## config.mk

```make
export PLATFORM = sky130hd
export DESIGN_NAME = uart_tx_fifo
export DESIGN_NICKNAME = d
export VERILOG_FILES = /design/src/rtl/uart_pkg.sv /design/src/rtl/sync_fifo.sv /design/src/rtl/uart_tx_fifo.sv
export SDC_FILE = /design/constraint.sdc
export NUM_CORES = 1
export LEC_CHECK = 0
export BUFFER_PORTS_ARGS = -buffer_cell sky130_fd_sc_hd__buf_2
export CORE_UTILIZATION = 60
export CTS_CLUSTER_DIAMETER = 150
export CTS_CLUSTER_SIZE = 10
export DETAILED_ROUTE_END_ITERATION = 7
export GPL_TIMING_DRIVEN = 1
export PLACE_DENSITY = 0.85
export SKIP_LAST_GASP = 1
export SLEW_MARGIN = 20
export SYNTH_ARGS = -nofsm -noshare
export SYNTH_HDL_FRONTEND = slang
export SYNTH_HIERARCHICAL = 1
export SYNTH_SLANG_ARGS = --single-unit
export TNS_END_PERCENT = 20
```

## constraint.sdc

```tcl
create_clock -name CLK -period 9.9 [get_ports CLK]
set_clock_uncertainty 0.15 [all_clocks]
set_input_delay 1.485 -clock CLK [delete_from_list [all_inputs] [get_ports CLK]]
set_output_delay 1.485 -clock CLK [all_outputs]
set_load 0.02 [all_outputs]
```

## src/rtl/uart_pkg.sv

```systemverilog
// Shared types and defaults for the UART transmit path.
package uart_pkg;

  // 27 MHz core clock / 115200 baud
  localparam int DEFAULT_CLK_DIVIDE = 234;

  typedef enum logic [1:0] {
    PAR_NONE = 2'd0,
    PAR_ODD  = 2'd1,
    PAR_EVEN = 2'd2
  } parity_e;

  typedef enum logic [2:0] {
    ST_IDLE   = 3'd0,
    ST_START  = 3'd1,
    ST_DATA   = 3'd2,
    ST_PARITY = 3'd3,
    ST_STOP   = 3'd4
  } tx_state_e;

  // Word must arrive zero-extended so unused upper bits do not disturb the XOR.
  function automatic logic parity_bit(input parity_e mode, input logic [8:0] word);
    return (mode == PAR_ODD) ? ~(^word) : ^word;
  endfunction

endpackage

```

## src/rtl/sync_fifo.sv

```systemverilog
// Single-clock FIFO with first-word fall-through read; push ignored when full, pop ignored when empty.
module sync_fifo #(
  parameter  int WIDTH = 8,
  parameter  int DEPTH = 16,
  localparam int AW    = $clog2(DEPTH),
  localparam int CW    = AW + 1
) (
  input  logic             clk_i,
  input  logic             rst_ni,
  input  logic             push_i,
  input  logic [WIDTH-1:0] push_data_i,
  input  logic             pop_i,
  output logic [WIDTH-1:0] pop_data_o,
  output logic             full_o,
  output logic             empty_o,
  output logic [CW-1:0]    count_o
);

  logic [WIDTH-1:0] mem_q [DEPTH];
  logic [AW-1:0]    wr_ptr_q, wr_ptr_d;
  logic [AW-1:0]    rd_ptr_q, rd_ptr_d;
  logic [CW-1:0]    count_q, count_d;
  logic             do_push, do_pop;

  assign full_o     = (count_q == CW'(DEPTH));
  assign empty_o    = (count_q == '0);
  assign count_o    = count_q;
  assign pop_data_o = mem_q[rd_ptr_q];
  assign do_push    = push_i && !full_o;
  assign do_pop     = pop_i && !empty_o;

  always_comb begin
    wr_ptr_d = do_push ? wr_ptr_q + AW'(1) : wr_ptr_q;
    rd_ptr_d = do_pop  ? rd_ptr_q + AW'(1) : rd_ptr_q;
    count_d  = count_q;
    if (do_push && !do_pop)      count_d = count_q + CW'(1);
    else if (!do_push && do_pop) count_d = count_q - CW'(1);
  end

  always_ff @(posedge clk_i) begin
    if (!rst_ni) begin
      wr_ptr_q <= '0;
      rd_ptr_q <= '0;
      count_q  <= '0;
    end else begin
      wr_ptr_q <= wr_ptr_d;
      rd_ptr_q <= rd_ptr_d;
      count_q  <= count_d;
    end
  end

  always_ff @(posedge clk_i) begin
    if (do_push) mem_q[wr_ptr_q] <= push_data_i;
  end

endmodule

```

## src/rtl/uart_tx_fifo.sv

```systemverilog
// Buffered UART transmitter: FIFO-fed frame FSM with configurable data/parity/stop bits.
// TX, TX_ACTIVE and TX_DONE are registered one cycle behind the FSM state.
module uart_tx_fifo import uart_pkg::*; #(
  parameter int CLK_DIVIDE = DEFAULT_CLK_DIVIDE,
  parameter int DATA_BITS  = 8,
  parameter int PARITY     = 0,
  parameter int STOP_BITS  = 1,
  parameter int FIFO_DEPTH = 16
) (
  input  logic                         CLK,
  input  logic                         RST,
  input  logic                         IN_VALID,
  input  logic [DATA_BITS-1:0]         IN_DATA,
  output logic                         IN_READY,
  output logic                         TX,
  output logic                         TX_ACTIVE,
  output logic                         TX_DONE,
  output logic [$clog2(FIFO_DEPTH):0]  FIFO_COUNT
);

  localparam int      BAUD_W   = $clog2(CLK_DIVIDE);
  localparam parity_e PAR_MODE = parity_e'(PARITY);

  tx_state_e            state_q, state_d;
  logic [BAUD_W-1:0]    baud_q, baud_d;
  logic [3:0]           bit_q, bit_d;
  logic [DATA_BITS-1:0] shift_q, shift_d;
  logic                 par_q, par_d;
  logic                 tx_q, tx_d;
  logic                 active_q, active_d;
  logic                 end_q, end_d;
  logic                 done_q;

  logic                 fifo_full, fifo_empty, pop;
  logic [DATA_BITS-1:0] head;
  logic                 baud_last, data_last, stop_last;

  sync_fifo #(.WIDTH(DATA_BITS), .DEPTH(FIFO_DEPTH)) u_fifo (
    .clk_i       (CLK),
    .rst_ni      (RST),
    .push_i      (IN_VALID),
    .push_data_i (IN_DATA),
    .pop_i       (pop),
    .pop_data_o  (head),
    .full_o      (fifo_full),
    .empty_o     (fifo_empty),
    .count_o     (FIFO_COUNT)
  );

  assign IN_READY  = !fifo_full;
  assign TX        = tx_q;
  assign TX_ACTIVE = active_q;
  assign TX_DONE   = done_q;

  assign baud_last = (baud_q == BAUD_W'(CLK_DIVIDE - 1));
  assign data_last = (bit_q == 4'(DATA_BITS - 1));
  assign stop_last = (bit_q == 4'(STOP_BITS - 1));

  always_ff @(posedge CLK) begin
    if (!RST) begin
      state_q  <= ST_IDLE;
      baud_q   <= '0;
      bit_q    <= '0;
      shift_q  <= '0;
      par_q    <= 1'b0;
      tx_q     <= 1'b1;
      active_q <= 1'b0;
      end_q    <= 1'b0;
      done_q   <= 1'b0;
    end else begin
      state_q  <= state_d;
      baud_q   <= baud_d;
      bit_q    <= bit_d;
      shift_q  <= shift_d;
      par_q    <= par_d;
      tx_q     <= tx_d;
      active_q <= active_d;
      end_q    <= end_d;
      done_q   <= end_q;
    end
  end

  always_comb begin
    state_d = state_q;
    case (state_q)
      ST_IDLE:   if (!fifo_empty) state_d = ST_START;
      ST_START:  if (baud_last) state_d = ST_DATA;
      ST_DATA:   if (baud_last && data_last)
                   state_d = (PAR_MODE == PAR_NONE) ? ST_STOP : ST_PARITY;
      ST_PARITY: if (baud_last) state_d = ST_STOP;
      ST_STOP:   if (baud_last && stop_last)
                   state_d = fifo_empty ? ST_IDLE : ST_START;
      default:   state_d = ST_IDLE;
    endcase
  end

  always_comb begin
    pop      = 1'b0;
    shift_d  = shift_q;
    par_d    = par_q;
    bit_d    = bit_q;
    tx_d     = 1'b1;
    active_d = (state_q != ST_IDLE);
    end_d    = (state_q == ST_STOP) && baud_last && stop_last;
    baud_d   = (baud_last || state_q == ST_IDLE || state_d != state_q) ? '0 : baud_q + BAUD_W'(1);
    case (state_q)
      ST_START:  tx_d = 1'b0;
      ST_DATA: begin
        tx_d = shift_q[0];
        if (baud_last) begin
          shift_d = shift_q >> 1;
          bit_d   = data_last ? '0 : bit_q + 4'd1;
        end
      end
      ST_PARITY: tx_d = par_q;
      ST_STOP:   if (baud_last) bit_d = stop_last ? '0 : bit_q + 4'd1;
      default:   ;
    endcase
    // Pop from idle, or on the final stop cycle so the next start bit follows with no gap.
    if ((state_q == ST_IDLE || end_d) && !fifo_empty) begin
      pop     = 1'b1;
      shift_d = head;
      par_d   = parity_bit(PAR_MODE, 9'(head));
    end
  end

endmodule

```

==> qor.yml, run 1 <==
sta:
  tightest_slew_ps: 984.1
  min_period_ps: 3857
  hold_violations: 0
  fmax_mhz: 259.3
  finalSetupViolCount: 0
  setup_ws_ps: 6043
  post-route-period-util_pct: 38.96
  setup-tns-final_ps: 0
  rsz0062_at_grt: "no"
  relSlewSlack_pct: 34.15
  final_max_slew_viol_count: 0
floorplan:
  core_area_um2: 11610
  die_area_um2: 12590
  initial_utilization_pct: 62.72
  die-width_um: 112.2
  num_rows: 39
  die_y_um: 112.2
  ios: 20
setup_path:
  path_max_fanout: 12
  cp_cell_sequence: "or4_1, nor2_1, nor4_1, buf_4, or2_1, o21ai_4, ha_1, inv_1, ha_1, a21o_2, a21oi_1, or4b_2, nand3_1"
  cp-end-kind: "flip-flop"
  start_kind: "flip-flop"
  reg2reg_setup_slack_ps: 6040
  slowest_stage: "or4_1"
  cpPeakStageDelay_ps: 730
  worstSetupPathType: "reg2reg"
  cp_common_cell: "ha_1"
  critical_path_required_ps: 10120
  crit_buf_inv: 2
  cpLargestDelayFamily: "simple AND/OR/NAND/NOR gates"
  arrival_ps: 4080
power:
  power_mw: 2.025
  pwr-share-comb_pct: 23.9
  switching_share_pct: 29.54
  p_seq_share_pct: 43.4
  power_density_nw_per_um2: 250.7
  p_int_mw: 1.427
  p_leak_nw: 2.728
  ir_worst_vdd_mv: 0.2377
  p_switching_mw: 0.5982
  pwr-share-clk_pct: 32.7
synth:
  ys_dominant_reg_cell: "edfxtp_1"
  async_flop_share_pct: 0
  synth_top_area_share_pct: 52.77
  yosysSeqAreaShare_pct: 65.13
  yosys_warnings: 6
  synthTopCellsByCount: "edfxtp_1, dfxtp_1, mux4_2, nor2_1, nand2_1"
  synth_area_leaders: "edfxtp_1, dfxtp_1, mux4_2"
  synth_edf_count: 128
  ys_types: 57
  ys_ff_latch: 173
  post-synth-top-count-cell: "edfxtp_1"
  syn-num-nets: 505
  synth_cells: 480
  syn_area_um2: 7284
  avgSynthCellArea_um2: 15.18
  synth_area_leader_cell: "edfxtp_1"
clock_network:
  clk_latency_ps: 430
  htree_levels: 4
  cts_resized: 0
  clkSlewWorstSetupHoldPaths_ps: 60
  cts_tree: "built"
  clock_path_buffers: 2
  cts_setup_buffers: 0
  cts-root-buf: "clkbuf_16"
  cts_sinks: 173
  hold_buffers: 0
  cts_buffers: 17
finish:
  fin_nets: 522
  antenna_cells: 0
  stdcell_area_um2: 8077
  drive_above_1_share_pct: 19.80
  fin_cells: 653
  area_growth_pct: 10.87
placed_design:
  routabilityCongestion: 0.8205
  place_ws_ps: 6112
  io_buffer_count: 19
  placed_cell_area_um2: 7471
  dp_hpwl_um: 9214
  dpl.cell_count: 621
routing:
  drc: 1
  wire_per_inst_um: 22.88
  detail-route-antenna-nets: 0
  wl_um: 14940
  dr_total_vias: 4256
  drt_pass1_iterations: 6
  first_iter_violations: 426
  viasPerCell: 6.518
global_route:
  grt_max_degree: 33
  grt_pass1_vias: 4253
  overflow: 0
  antenna_found_initial: 0
  grt.total_usage_pct: 25.78
  grt_pass1_wl_um: 23380
run_status:
  status: "complete, but fails checks"
  violations: "DRC"
worst_hold_path:
  hold_path.class: "reg2reg"
run:
  maxCapViolCount: 0
power groups by stage:
stage          clock, mW  combinational (mW)  sequential, mW
6_report           0.663               0.483           0.879
5_1_grt            0.696               0.522           0.885
4_1_cts            0.667               0.478           0.879
3_5_place_dp           0               0.468           0.892
3_3_place_gp           0               0.450           0.890
2_1_floorplan          0               0.377           0.876
worst register-to-register path, stage by stage (launching register included):
cell and delay (ps):
dfxtp_1 370, or4_1 730, nor2_1 260, nor4_1 110, buf_4 210, or2_1 310, o21ai_4 130, ha_1 230
inv_1 120, ha_1 290, a21o_2 130, a21oi_1 70, or4b_2 610, nand3_1 90
layer usage:
metal / up-vias / part of all wire [%] / track usage [%]
li1: 1886 / - / -
met1: 2148 / 40 / 32.29
met2: 188 / 52 / 43.19
met3: 34 / 5.5 / 5.562
met4: 0 / 3.1 / 12.44
met5: - / 0 / 0
registers in the layout (all words and copies together) (netlist names), named ones only:
signal / cells
u_fifo/rd_ptr_q: 4
TX: 1
bit_q: 4
baud_q: 8
state_q: 3
u_fifo/wr_ptr_q: 4
shift_q: 8
TX_ACTIVE: 1
u_fifo/count_o: 5
end_q: 1
par_q: 1
u_fifo/mem_q: 128
TX_DONE: 1
cells by family after synthesis:
family / Yosys count / synth area share (%)
AOI/OAI and AO/OA: 69 / 6.974
and+or+nand+nor: 129 / 9.980
buffers and inverters: 36 / 2.181
xor gates and xnor gates: 22 / 2.645
DFF: 173 / 65.13
muxes: 37 / 10.58
adders and majority gates: 14 / 2.508
path summary, 6_finish.rpt:
| path | depth (start not counted) | start | endpoint |
|---|---|---|---|
| worst max-delay path | 13 | u_fifo/count_o[0] | u_fifo/count_o[3] |
| worst min-delay path | 1 | end_q | TX_DONE |
| worst max register to register | 13 | u_fifo/count_o[0] | u_fifo/count_o[3] |
| worst min register to register | 1 | end_q | TX_DONE |
layout by cell type (no fill, tap or decap), types with 3 or more instances in the layout:
master     count
a21oi_1       17
a22o_1         6
a22oi_1       16
and2_1        15
and3_1         3
buf_2         19
clkbuf_16     17
clkinv_2       3
clkinv_4       3
dfxtp_1       43
edfxtp_1     128
ha_1          13
inv_1         13
mux2i_1        5
mux4_2        32
nand2_1       27
nand2b_1       3
nand3_1       11
nor2_1        28
nor2b_1        5
nor3_2         5
nor3b_1        4
o21a_1         3
o21ai_0        5
o31a_1         7
or3_1          3
or3b_1         3
or4_1          3
xnor2_1       16
xor2_1         6
metrics by stage:
step	hold WS [ps]	util, %
after global placement	269.3	64.29
after detailed placement	282.1	64.33
after CTS	297.2	69.41
final	288.0	69.54
after global routing	323.3	69.54
after floorplan	261.9	-
cell type report:
cell class                      count  area [µm²]
Multi-Input combinational cell    271        2401
Clock buffer                       19       432.9
Sequential cell                   173        4747
Inverter                           13       48.80
Clock inverter                     13       157.7
Timing Repair Buffer               21       110.1
Fill cell                         717        3537
Tap cell                          143       178.9
(Power assumes the default switching activity.)
==> run 2: changes to the inputs <==
==> constraint.sdc (replaced) <==
create_clock -name CLK -period 3.85 [get_ports CLK]
set_clock_uncertainty 0.15 [all_clocks]
set_input_delay 0.5775 -clock CLK [delete_from_list [all_inputs] [get_ports CLK]]
set_output_delay 0.5775 -clock CLK [all_outputs]
set_load 0.02 [all_outputs]
==> qor.yml, run 2 (synthesized netlist as in run 1, its figures left out) <==
power:
  power_density_nw_per_um2: 636.0
  p_leak_nw: 2.744
  power_mw: 5.158
  ir_worst_vdd_mv: 0.4571
clock_network:
  clock_path_buffers: 2
  clkSlewWorstSetupHoldPaths_ps: 70
  cts-root-buf: "clkbuf_16"
  hold_buffers: 0
  cts_sinks: 173
  cts_resized: 0
  cts_buffers: 17
  cts_setup_buffers: 0
  htree_levels: 4
  cts_tree: "built"
  clk_latency_ps: 430
routing:
  viasPerCell: 6.230
  wire_per_inst_um: 21.65
  detail-route-antenna-nets: 0
  wl_um: 14310
  drt_pass1_iterations: 7
  first_iter_violations: 298
  dr_total_vias: 4118
  drc: 1
finish:
  top_register: "u_fifo/mem_q"
  area_growth_pct: 11.32
  drive_above_1_share_pct: 20.46
  final_cell_mix: "edfxtp_1, dfxtp_1, mux4_2, nor2_1, nand2_1"
  largest_reg_flops: 128
  fin_nets: 530
  antenna_cells: 0
  final_common_cell: "edfxtp_1"
  reg.largest.list: "u_fifo/mem_q x128, baud_q x8, shift_q x8"
floorplan:
  ios: 20
  die-width_um: 112.2
  die_y_um: 112.2
  num_rows: 39
  core_area_um2: 11610
  initial_utilization_pct: 62.72
  die_area_um2: 12590
sta:
  tightest_slew_ps: 817.4
  fmax_mhz: 284.8
  final_max_slew_viol_count: 0
  min_period_ps: 3511
  finalSetupViolCount: 0
  relSlewSlack_pct: 45.30
  rsz0062_at_grt: "no"
  hold_violations: 0
  setup-tns-final_ps: 0
  post-route-period-util_pct: 91.19
global_route:
  overflow: 0
  grt_max_degree: 33
  grt_pass1_wl_um: 22540
  grt_pass1_vias: 4190
  grt.total_usage_pct: 24.79
  antenna_found_initial: 0
run:
  maxCapViolCount: 0
placed_design:
  io_buffer_count: 19
  dp_hpwl_um: 9192
  routabilityCongestion: 0.7666
setup_path:
  worstSetupPathType: "reg2reg"
  arrival_ps: 3730
  critical_path_required_ps: 4070
  cp-end-kind: "flip-flop"
  path_max_fanout: 6
  start_kind: "flip-flop"
worst_hold_path:
  hold_path.class: "reg2reg"
run_status:
  status: "complete, but fails checks"
  violations: "DRC"
==> run 2: changes by cell type in the layout (fill, tap and decap cells not counted), moves of 3 or more <==
cell,delta
inv_8,+3
inv_6,+3
nor3_2,-4
nor3_1,+4
buf_4,+7
==> run 2: layer usage <==
metal  share of wire, %  vias up  wire length, µm  GRT usage (%)
li1                   -     1899                -              -
met1                 40     2028             5715          31.42
met2                 51      160             7246          41.28
met3                6.7       31              958          5.130
met4                2.7        0              393          12.00
met5                  0        -                0              0
==> run 2: path summary, 6_finish.rpt <==
check | cells past startpoint | from | slack, ps | endpoint
max | 13 | u_fifo/count_o[0] | 340 | u_fifo/count_o[3]
min | 1 | end_q | 290 | TX_DONE
max reg2reg | 13 | u_fifo/count_o[0] | 340 | u_fifo/count_o[3]
min reg2reg | 1 | end_q | 290 | TX_DONE
==> run 2: metrics by stage <==
| step | hold slack, ps | setup slack (ps) | area, µm² | std cells | utilization, % |
|---|---|---|---|---|---|
| floorplan | 261.9 | 319.4 | 7284 | 480 | - |
| global placement | 268.5 | 425.0 | 7537 | 629 | 64.90 |
| detailed placement | 278.9 | 354.9 | 7537 | 629 | 64.90 |
| CTS | 294.7 | 333.5 | 8109 | 661 | 69.82 |
| global route | 305.2 | 70.81 | 8109 | 661 | 69.82 |
| finish | 286.6 | 339.2 | 8109 | 661 | 69.82 |
==> run 2: final cells by class <==
cell class,count,area [µm²]
fill,734,3505
clock inverter,15,146.4
clock buffer,17,425.4
tap,143,178.9
multi-input combinational,271,2381
inverter,13,48.80
timing repair buffer,29,182.7
sequential,173,4746
==> run 2: worst max-delay path, cell delays in order, from the launching register on <==
cell and delay (ps):
dfxtp_1 370, or4_1 570, nor2_1 210, or3_1 200, nor4_4 70, or2_1 300
o21ai_4 120, ha_1 200, inv_1 110, ha_1 290, a21o_2 110, a21oi_1 70
or4b_2 610, nand3_1 90
==> run 2: report_power, final <==
part	internal, mW	switching (mW)	leakage, nW
sequential	2.13	0.119	1.52
clock	0.862	0.770	0.282
combinational	0.601	0.679	0.939
